[src/rtl/axis_id_demux.sv]
// axis_id_demux
//   Unpacks a {tid, tkeep} TUSER stream and routes whole packets to one of
//   NUM_PORTS AXI-Stream masters, chosen by the tid of each packet's first
//   beat. A single output register is shared by all ports: data/keep are
//   broadcast and only the selected port sees tvalid/tlast.
//   Packets whose first-beat tid is >= NUM_PORTS are swallowed.
//
//   Optional feature macro: AXIS_ID_DEMUX_STATS_EN
//     defined   : drop_count / pkt_count counters are built
//     undefined : drop_count / pkt_count are tied to zero
//
// Ports
//   aclk, aresetn        clock, synchronous active-low reset
//   s_axis_*             slave input stream (tuser = {tid, tkeep})
//   m_axis_tdata/tkeep   per-port slices, all driven from one register
//   m_axis_tlast/tvalid  per-port, at most one valid bit set
//   m_axis_tready        per-port ready
//   drop_count           packets discarded for bad tid
//   pkt_count            packets forwarded per port, 32 bits per port
module axis_id_demux #(
  parameter int DATA_WIDTH  = 8,
  parameter int TID_WIDTH   = 2,
  parameter int TUSER_WIDTH = TID_WIDTH + DATA_WIDTH/8,
  parameter int NUM_PORTS   = 4
) (
  input  logic                              aclk,
  input  logic                              aresetn,
  input  logic [DATA_WIDTH-1:0]             s_axis_tdata,
  input  logic [TUSER_WIDTH-1:0]            s_axis_tuser,
  input  logic                              s_axis_tlast,
  input  logic                              s_axis_tvalid,
  output logic                              s_axis_tready,
  output logic [NUM_PORTS*DATA_WIDTH-1:0]   m_axis_tdata,
  output logic [NUM_PORTS*DATA_WIDTH/8-1:0] m_axis_tkeep,
  output logic [NUM_PORTS-1:0]              m_axis_tlast,
  output logic [NUM_PORTS-1:0]              m_axis_tvalid,
  input  logic [NUM_PORTS-1:0]              m_axis_tready,
  output logic [31:0]                       drop_count,
  output logic [NUM_PORTS*32-1:0]           pkt_count
);

  localparam int KEEP_WIDTH = DATA_WIDTH/8;
  localparam int SEL_SPAN   = 1 << TID_WIDTH;
  localparam logic [TID_WIDTH:0] NUM_PORTS_W = (TID_WIDTH+1)'(NUM_PORTS);

  typedef enum logic [1:0] {IDLE, FWD, DROP} state_t;

  state_t                  state_r, state_next_s;
  logic                    aresetn_q_r;
  logic                    out_valid_r;
  logic                    out_last_r;
  logic [DATA_WIDTH-1:0]   out_data_r;
  logic [KEEP_WIDTH-1:0]   out_keep_r;
  logic [TID_WIDTH-1:0]    sel_r;

  logic [TID_WIDTH-1:0]    in_tid_s;
  logic [KEEP_WIDTH-1:0]   in_keep_s;
  logic                    bad_tid_s;
  logic [SEL_SPAN-1:0]     ready_pad_s;
  logic                    out_ready_s;
  logic                    accept_s;
  logic                    load_s;
  logic                    drain_s;

  assign in_tid_s  = s_axis_tuser[TUSER_WIDTH-1 -: TID_WIDTH];
  assign in_keep_s = s_axis_tuser[KEEP_WIDTH-1:0];
  assign bad_tid_s = ({1'b0, in_tid_s} >= NUM_PORTS_W);

  // Widen per-port ready to the full tid range so sel_r can index it safely.
  always_comb begin
    ready_pad_s = {SEL_SPAN{1'b0}};
    for (int i = 0; i < NUM_PORTS; i++) begin
      ready_pad_s[i] = m_axis_tready[i];
    end
  end

  assign out_ready_s = ready_pad_s[sel_r];
  assign drain_s     = out_valid_r & out_ready_s;

  // Bad-tid first beats and DROP beats never need the output register.
  assign s_axis_tready = aresetn_q_r &
                         ((state_r == DROP) |
                          ((state_r == IDLE) & bad_tid_s) |
                          !out_valid_r | out_ready_s);
  assign accept_s = s_axis_tvalid & s_axis_tready;
  assign load_s   = accept_s & ((state_r == FWD) | ((state_r == IDLE) & !bad_tid_s));

  // Registered copy of reset gates ready for one cycle after release.
  always_ff @(posedge aclk) begin
    aresetn_q_r <= aresetn;
  end

  // Packet FSM state register.
  always_ff @(posedge aclk) begin
    if (!aresetn) begin
      state_r <= IDLE;
    end else begin
      state_r <= state_next_s;
    end
  end

  // Packet FSM next-state: the first beat's tid decides FWD or DROP.
  always_comb begin
    state_next_s = state_r;
    case (state_r)
      IDLE: begin
        if (accept_s && !s_axis_tlast) begin
          state_next_s = bad_tid_s ? DROP : FWD;
        end else begin
          state_next_s = IDLE;
        end
      end
      FWD, DROP: begin
        if (accept_s && s_axis_tlast) begin
          state_next_s = IDLE;
        end else begin
          state_next_s = state_r;
        end
      end
      default: state_next_s = IDLE;
    endcase
  end

  // Shared output register; sel only moves when a first beat loads.
  always_ff @(posedge aclk) begin
    if (!aresetn) begin
      out_valid_r <= 1'b0;
      out_last_r  <= 1'b0;
      out_data_r  <= {DATA_WIDTH{1'b0}};
      out_keep_r  <= {KEEP_WIDTH{1'b0}};
      sel_r       <= {TID_WIDTH{1'b0}};
    end else if (load_s) begin
      out_valid_r <= 1'b1;
      out_last_r  <= s_axis_tlast;
      out_data_r  <= s_axis_tdata;
      out_keep_r  <= in_keep_s;
      if (state_r == IDLE) begin
        sel_r <= in_tid_s;
      end
    end else if (drain_s) begin
      out_valid_r <= 1'b0;
    end
  end

  assign m_axis_tdata = {NUM_PORTS{out_data_r}};
  assign m_axis_tkeep = {NUM_PORTS{out_keep_r}};

  for (genvar p = 0; p < NUM_PORTS; p++) begin : g_port
    assign m_axis_tvalid[p] = out_valid_r & (sel_r == TID_WIDTH'(p));
    assign m_axis_tlast[p]  = out_last_r  & (sel_r == TID_WIDTH'(p));
  end

`ifdef AXIS_ID_DEMUX_STATS_EN
  logic [31:0] drop_cnt_r;
  logic [31:0] pkt_cnt_r [NUM_PORTS];

  // Statistics: drops count at a bad first beat, forwards at an egress tlast.
  always_ff @(posedge aclk) begin
    if (!aresetn) begin
      drop_cnt_r <= 32'd0;
      for (int i = 0; i < NUM_PORTS; i++) begin
        pkt_cnt_r[i] <= 32'd0;
      end
    end else begin
      if (accept_s && (state_r == IDLE) && bad_tid_s) begin
        drop_cnt_r <= drop_cnt_r + 32'd1;
      end
      for (int i = 0; i < NUM_PORTS; i++) begin
        if (drain_s && out_last_r && (sel_r == TID_WIDTH'(i))) begin
          pkt_cnt_r[i] <= pkt_cnt_r[i] + 32'd1;
        end
      end
    end
  end

  assign drop_count = drop_cnt_r;
  for (genvar p = 0; p < NUM_PORTS; p++) begin : g_cnt
    assign pkt_count[p*32 +: 32] = pkt_cnt_r[p];
  end
`else
  assign drop_count = 32'd0;
  assign pkt_count  = {(NUM_PORTS*32){1'b0}};
`endif

endmodule

[config.mk]
export PLATFORM = sky130hd
export DESIGN_NAME = axis_id_demux
export DESIGN_NICKNAME = d
export VERILOG_FILES = /design/src/rtl/axis_id_demux.sv
export SDC_FILE = /design/constraint.sdc
export NUM_CORES = 1
export LEC_CHECK = 0
export CORE_MARGIN = 5
export CORE_UTILIZATION = 26
export CTS_CLUSTER_DIAMETER = 150
export DETAILED_ROUTE_END_ITERATION = 12
export PLACE_DENSITY = 0.77
export SLEW_MARGIN = 20
export SYNTH_ARGS = -nofsm -noshare
export SYNTH_HDL_FRONTEND = slang
export SYNTH_SLANG_ARGS = --single-unit
export TNS_END_PERCENT = 20
[constraint.sdc]
create_clock -name aclk -period 1.3 [get_ports aclk]
set_input_delay 0.13 -clock aclk [delete_from_list [all_inputs] [get_ports aclk]]
set_output_delay 0.13 -clock aclk [all_outputs]
set_load 0.1 [all_outputs]
# Word-level counts from Yosys, hierarchy flattened
# Cells that the tools add are included.
op_classes:
  n_eq_ne: 6
  bitwise_logic: 15
  muxes: 7
  magnitude_cmp: 1
  n_reduce_logical: 9
op_table:
  columns: ["cell", "count"]
  rows:
  - ["$and 1x1->1", 12]
  - ["$eq 2x2->1 const B", 3]
  - ["$eq 2x1->1 const B", 2]
  - ["$logic_not 2->1", 2]
  - ["$mux 1", 4]
  - ["$pmux 2 s2", 1]
  - ["$lt 2x3->1 const B", 1]
  - ["$or 1x1->1", 3]
  - ["$bmux 1 s2", 1]
  - ["$logic_and 1x1->1", 2]
  - ["$logic_not 1->1", 2]
  - ["$mux 2", 1]
  - ["$ne 2x2->1 const B", 1]
  - ["$reduce_and 2->1", 1]
  - ["$reduce_bool 2->1", 1]
  - ["$reduce_or 2->1", 1]
totals:
  word_cells: 45
  input_bits: 19
  reg_bits: 16
  output_inout_bits: 205

# Depth between registers and ports, before layout
logic_depth:
  depth_word: 8
  mapped_depth: 5
  depth_no_buf: 3

# Worst setup path after synthesis
# OpenSTA, ideal clock, no wires.
synth_timing:
  path_kind: "flip-flop to output port"
  startpoint: "register sel_r[1]"
  endpoint: "output m_axis_tlast[0]"
  path_slack_ns: -1.471
  n_path_buf: 1
  required_time_ns: 1.170
  arrival_time_ns: 2.641
  path_stages_with_launch: 3
  cell_sequence: "dfxtp_1 -> buf_6 -> nor3b_1"
synth_via:
  elab_chain_cells: 2
synth_lines:
  columns: ["item", "line_no", "source"]
  rows:
  - ["start, declared", "54", "logic [TID_WIDTH-1:0] sel_r;"]
  - ["start signal, assigned", "131", "sel_r <= {TID_WIDTH{1'b0}};"]
  - ["start signal, assigned", "138", "sel_r <= in_tid_s;"]
  - ["$logic_not 2->1", "150", "assign m_axis_tlast[p] = out_last_r & (sel_r == TID_WIDTH'(p));"]
  - ["$and 1x1->1", "150", null]
  - ["end, declared", "35", "output logic [NUM_PORTS-1:0] m_axis_tlast,"]
# Every way passes these cells.

# Final worst setup path
layout_timing:
  startpoint: "register sel_r[1]"
  endpoint: "output s_axis_tready"
layout_via:
  elab_chain_cells: 4
layout_lines:
  columns: ["item", "line_no", "source"]
  rows:
  - ["$bmux 1 s2", "77", "assign out_ready_s = ready_pad_s[sel_r];"]
  - ["$mux 1 (not written as such)", "77", null]
  - ["$or 1x1->1", "84", "!out_valid_r | out_ready_s);"]
  - ["$and 1x1->1", "81", "assign s_axis_tready = aresetn_q_r &"]
  - ["end, declared", "32", "output logic s_axis_tready,"]
# Every way passes these cells. The select of a mux whose other input is x is not followed.

==> impl_metrics.json <==
{
  "cts_num_sinks": 15,
  "track_usage_pct": 6.61,
  "die-area_um2": 10100,
  "hold_viol_final": 0,
  "powerDensity_nw_per_um2": 1430,
  "fin_nets": 330,
  "synth_edf_count": 0,
  "firstDrtPassIters": 3,
  "worst_setup_path_start_kind": "flip-flop",
  "cpPeakStageDelay_ns": 0.37,
  "via_count": 1226,
  "wl_per_cell_um": 10.2,
  "crit_slowest_cell": "dfxtp_4",
  "finalWirelength_um": 4230,
  "dp_hpwl_um": 3780,
  "worstPathArrival_ns": 1.35,
  "synth.most_common_cell": "buf_4",
  "crit_path_end_kind": "primary output",
  "ctsRootBufferMaster": "clkbuf_8",
  "core_um2": 8090,
  "synth.distinct_cells": 19,
  "layoutNonFillerInstCount": 415,
  "critPathMaxFanout": 3,
  "area_growth_syn_to_layout_pct": 27.5,
  "synth.avg_cell_area_um2": 7.90,
  "status": "complete, but fails checks",
  "yosys_warnings": 0,
  "rsz0062_at_grt": "true",
  "first_iter_violations": 9,
  "gp_congestion": 0.755,
  "hp-class": "in2reg",
  "grt_overflow_total": 0,
  "synth-seq-cells": 15,
  "chipHeight_um": 100,
  "synth_top_area_cell": "buf_4",
  "synthTopCellsByCount": "188 x buf_4, 28 x nand2_1, 15 x dfxtp_1, 15 x mux2i_1",
  "path_class": "reg2out",
  "ant_nets": 0,
  "seq_area_frac_synth_pct": 14.1,
  "drc_errors": 0,
  "yosys.area.top_type_share_pct": 66.4,
  "r2r-start": "sel_r[1]$_SDFFE_PN0P_",
  "cts_max_path_buffers": 2,
  "setup_ws_ns": -0.177,
  "clk_pin_slew_ns": 0.06,
  "cts_buffers": 3,
  "rows": 33,
  "cp.required_ns": 1.17,
  "violations": "setup timing",
  "cap_violations": 0,
  "synthArstFlopShare_pct": 0,
  "maxSlewViolCount": 0,
  "cts-htree-levels": 1,
  "antenna_found_initial": 0,
  "total_leakage_power_nw": 1.32,
  "grt_max_degree": 29,
  "tritoncts": "built",
  "synth.cell_area_um2": 2130,
  "antenna_cells": 0,
  "grt_pass1_wl_um": 5390,
  "fin_crit_sh_pct": 114,
  "finalSetupTns_ns": -2.00,
  "fmax_mhz": 677,
  "cp_cell_sequence": "mux2i_2 > a22oi_2 > and2_4 > buf_12",
  "portBuffers": 63,
  "drive_gt1_share_pct": 24.2,
  "cts_hold_buf": 0,
  "place_inst": 409,
  "cp-startpoint": "sel_r[1]$_SDFFE_PN0P_",
  "top_level_ports": 224,
  "final-setup-viol-count": 20,
  "start_util_pct": 26.3,
  "fin_skew_ns": 0.00361,
  "synthFlopType": "dfxtp_1",
  "synthCells": 269,
  "grt_pass1_vias": 1078,
  "min-delay-start": "s_axis_tuser[2]",
  "post-route-min-period_ns": 1.48,
  "synth_area_leaders": "buf_4 66%, dfxtp_1 14%, mux2i_1 7.1%",
  "max-vdd-ir-drop_mv": 0.645,
  "clock_latency_ns": 0.24,
  "dieWidth_um": 100,
  "via_per_inst": 2.95
}
## stage by stage
step / cell area (um^2) / utilization, % / setup slack (ns) / hold slack (ns) / total power (W)
2_1_floorplan: 2770 / - / -0.239 / 0.158 / 0.00354
5_1_grt: 2710 / 33.5 / -0.212 / 0.437 / 0.00398
6_report: 2710 / 33.5 / -0.177 / 0.429 / 0.00389
3_3_place_gp: 2610 / 32.3 / -0.221 / 0.444 / 0.00349
3_5_place_dp: 2610 / 32.3 / -0.308 / 0.447 / 0.00350
4_1_cts: 2700 / 33.4 / -0.177 / 0.426 / 0.00389
## sequential cells by signal, indices dropped and copies added, names as in the netlist
register     flops
out_valid_r      1
aresetn_q_r      1
out_last_r       1
sel_r            2
out_data_r       8
state_r          1
out_keep_r       1
## final cells by class
class	instances	area [um^2]
Clock buffer	4	45.0
Fill cell	841	5380
Multi-Input combinational cell	220	1050
Sequential cell	15	309
Tap cell	105	131
Timing Repair Buffer	71	1170
## placed cells by master, fill, tap and decap left out, drive strengths merged
cell type and instances:
mux2i 15, clkbuf 4, dfxtp 15, and2 3
nand3b 1, nor3b 1, conb 160, nand2 28
and2b 1, buf 53, and3 2, a21boi 1
nand2b 1, nor2b 2, nor2 2, clkdlybuf4s50 18
a221oi 2, a22oi 1
## worst max-delay path, delay by kind of cell (launching register included)
| kind | cells | cell delay [ns] |
|---|---|---|
| compound gates | 1 | 0.13 |
| flops | 1 | 0.37 |
| simple gates | 1 | 0.18 |
| buf+inv | 1 | 0.16 |
| mux | 1 | 0.27 |
## where the power goes
group | switching (W) | internal [W] | total (W)
Sequential | 0.0000623 | 0.000486 | 0.000548
Clock | 0.000149 | 0.000216 | 0.000366
Combinational | 0.00261 | 0.000365 | 0.00297
Total | 0.00282 | 0.00107 | 0.00389
## path summary, 6_finish.rpt
kind / endpoint / depth (start not counted) / slack (ns)
hold / removal: sel_r[1]$_SDFFE_PN0P_ / 3 / 0.43
setup reg to reg: out_data_r[5]$_SDFFE_PN0N_ / 5 / -0.17
setup / recovery: s_axis_tready / 4 / -0.18
hold reg to reg: state_r[0]$_SDFFE_PN0P_ / 2 / 0.45
## kinds of logic (layout without fill, tap and decap cells)
family / Yosys count / in the layout / share of synthesized area [%]
buffers and inverters: 193 / 75 / 68.0
and+or+nand+nor: 41 / 41 / 8.83
muxes: 15 / 15 / 7.06
DFF: 15 / 15 / 14.1
AOI/OAI and AO/OA: 4 / 4 / 1.82
other: 1 / 160 / 0.176
## per-layer routing
layer / vias up / global-route usage [%] / part of all wire [%]
li1: 565 / - / -
met1: 547 / 6.87 / 31
met5: - / 0 / 0
met4: 0 / 1.87 / 0.71
met3: 2 / 1.67 / 13
met2: 112 / 12.9 / 56
## what timing repair did
action,in CTS,in global routing
pin swaps,0,1
endpoints found under the setup margin,21,22
gates resized for setup,8,3
buffers inserted,2,0
(Power assumes the default switching activity.)
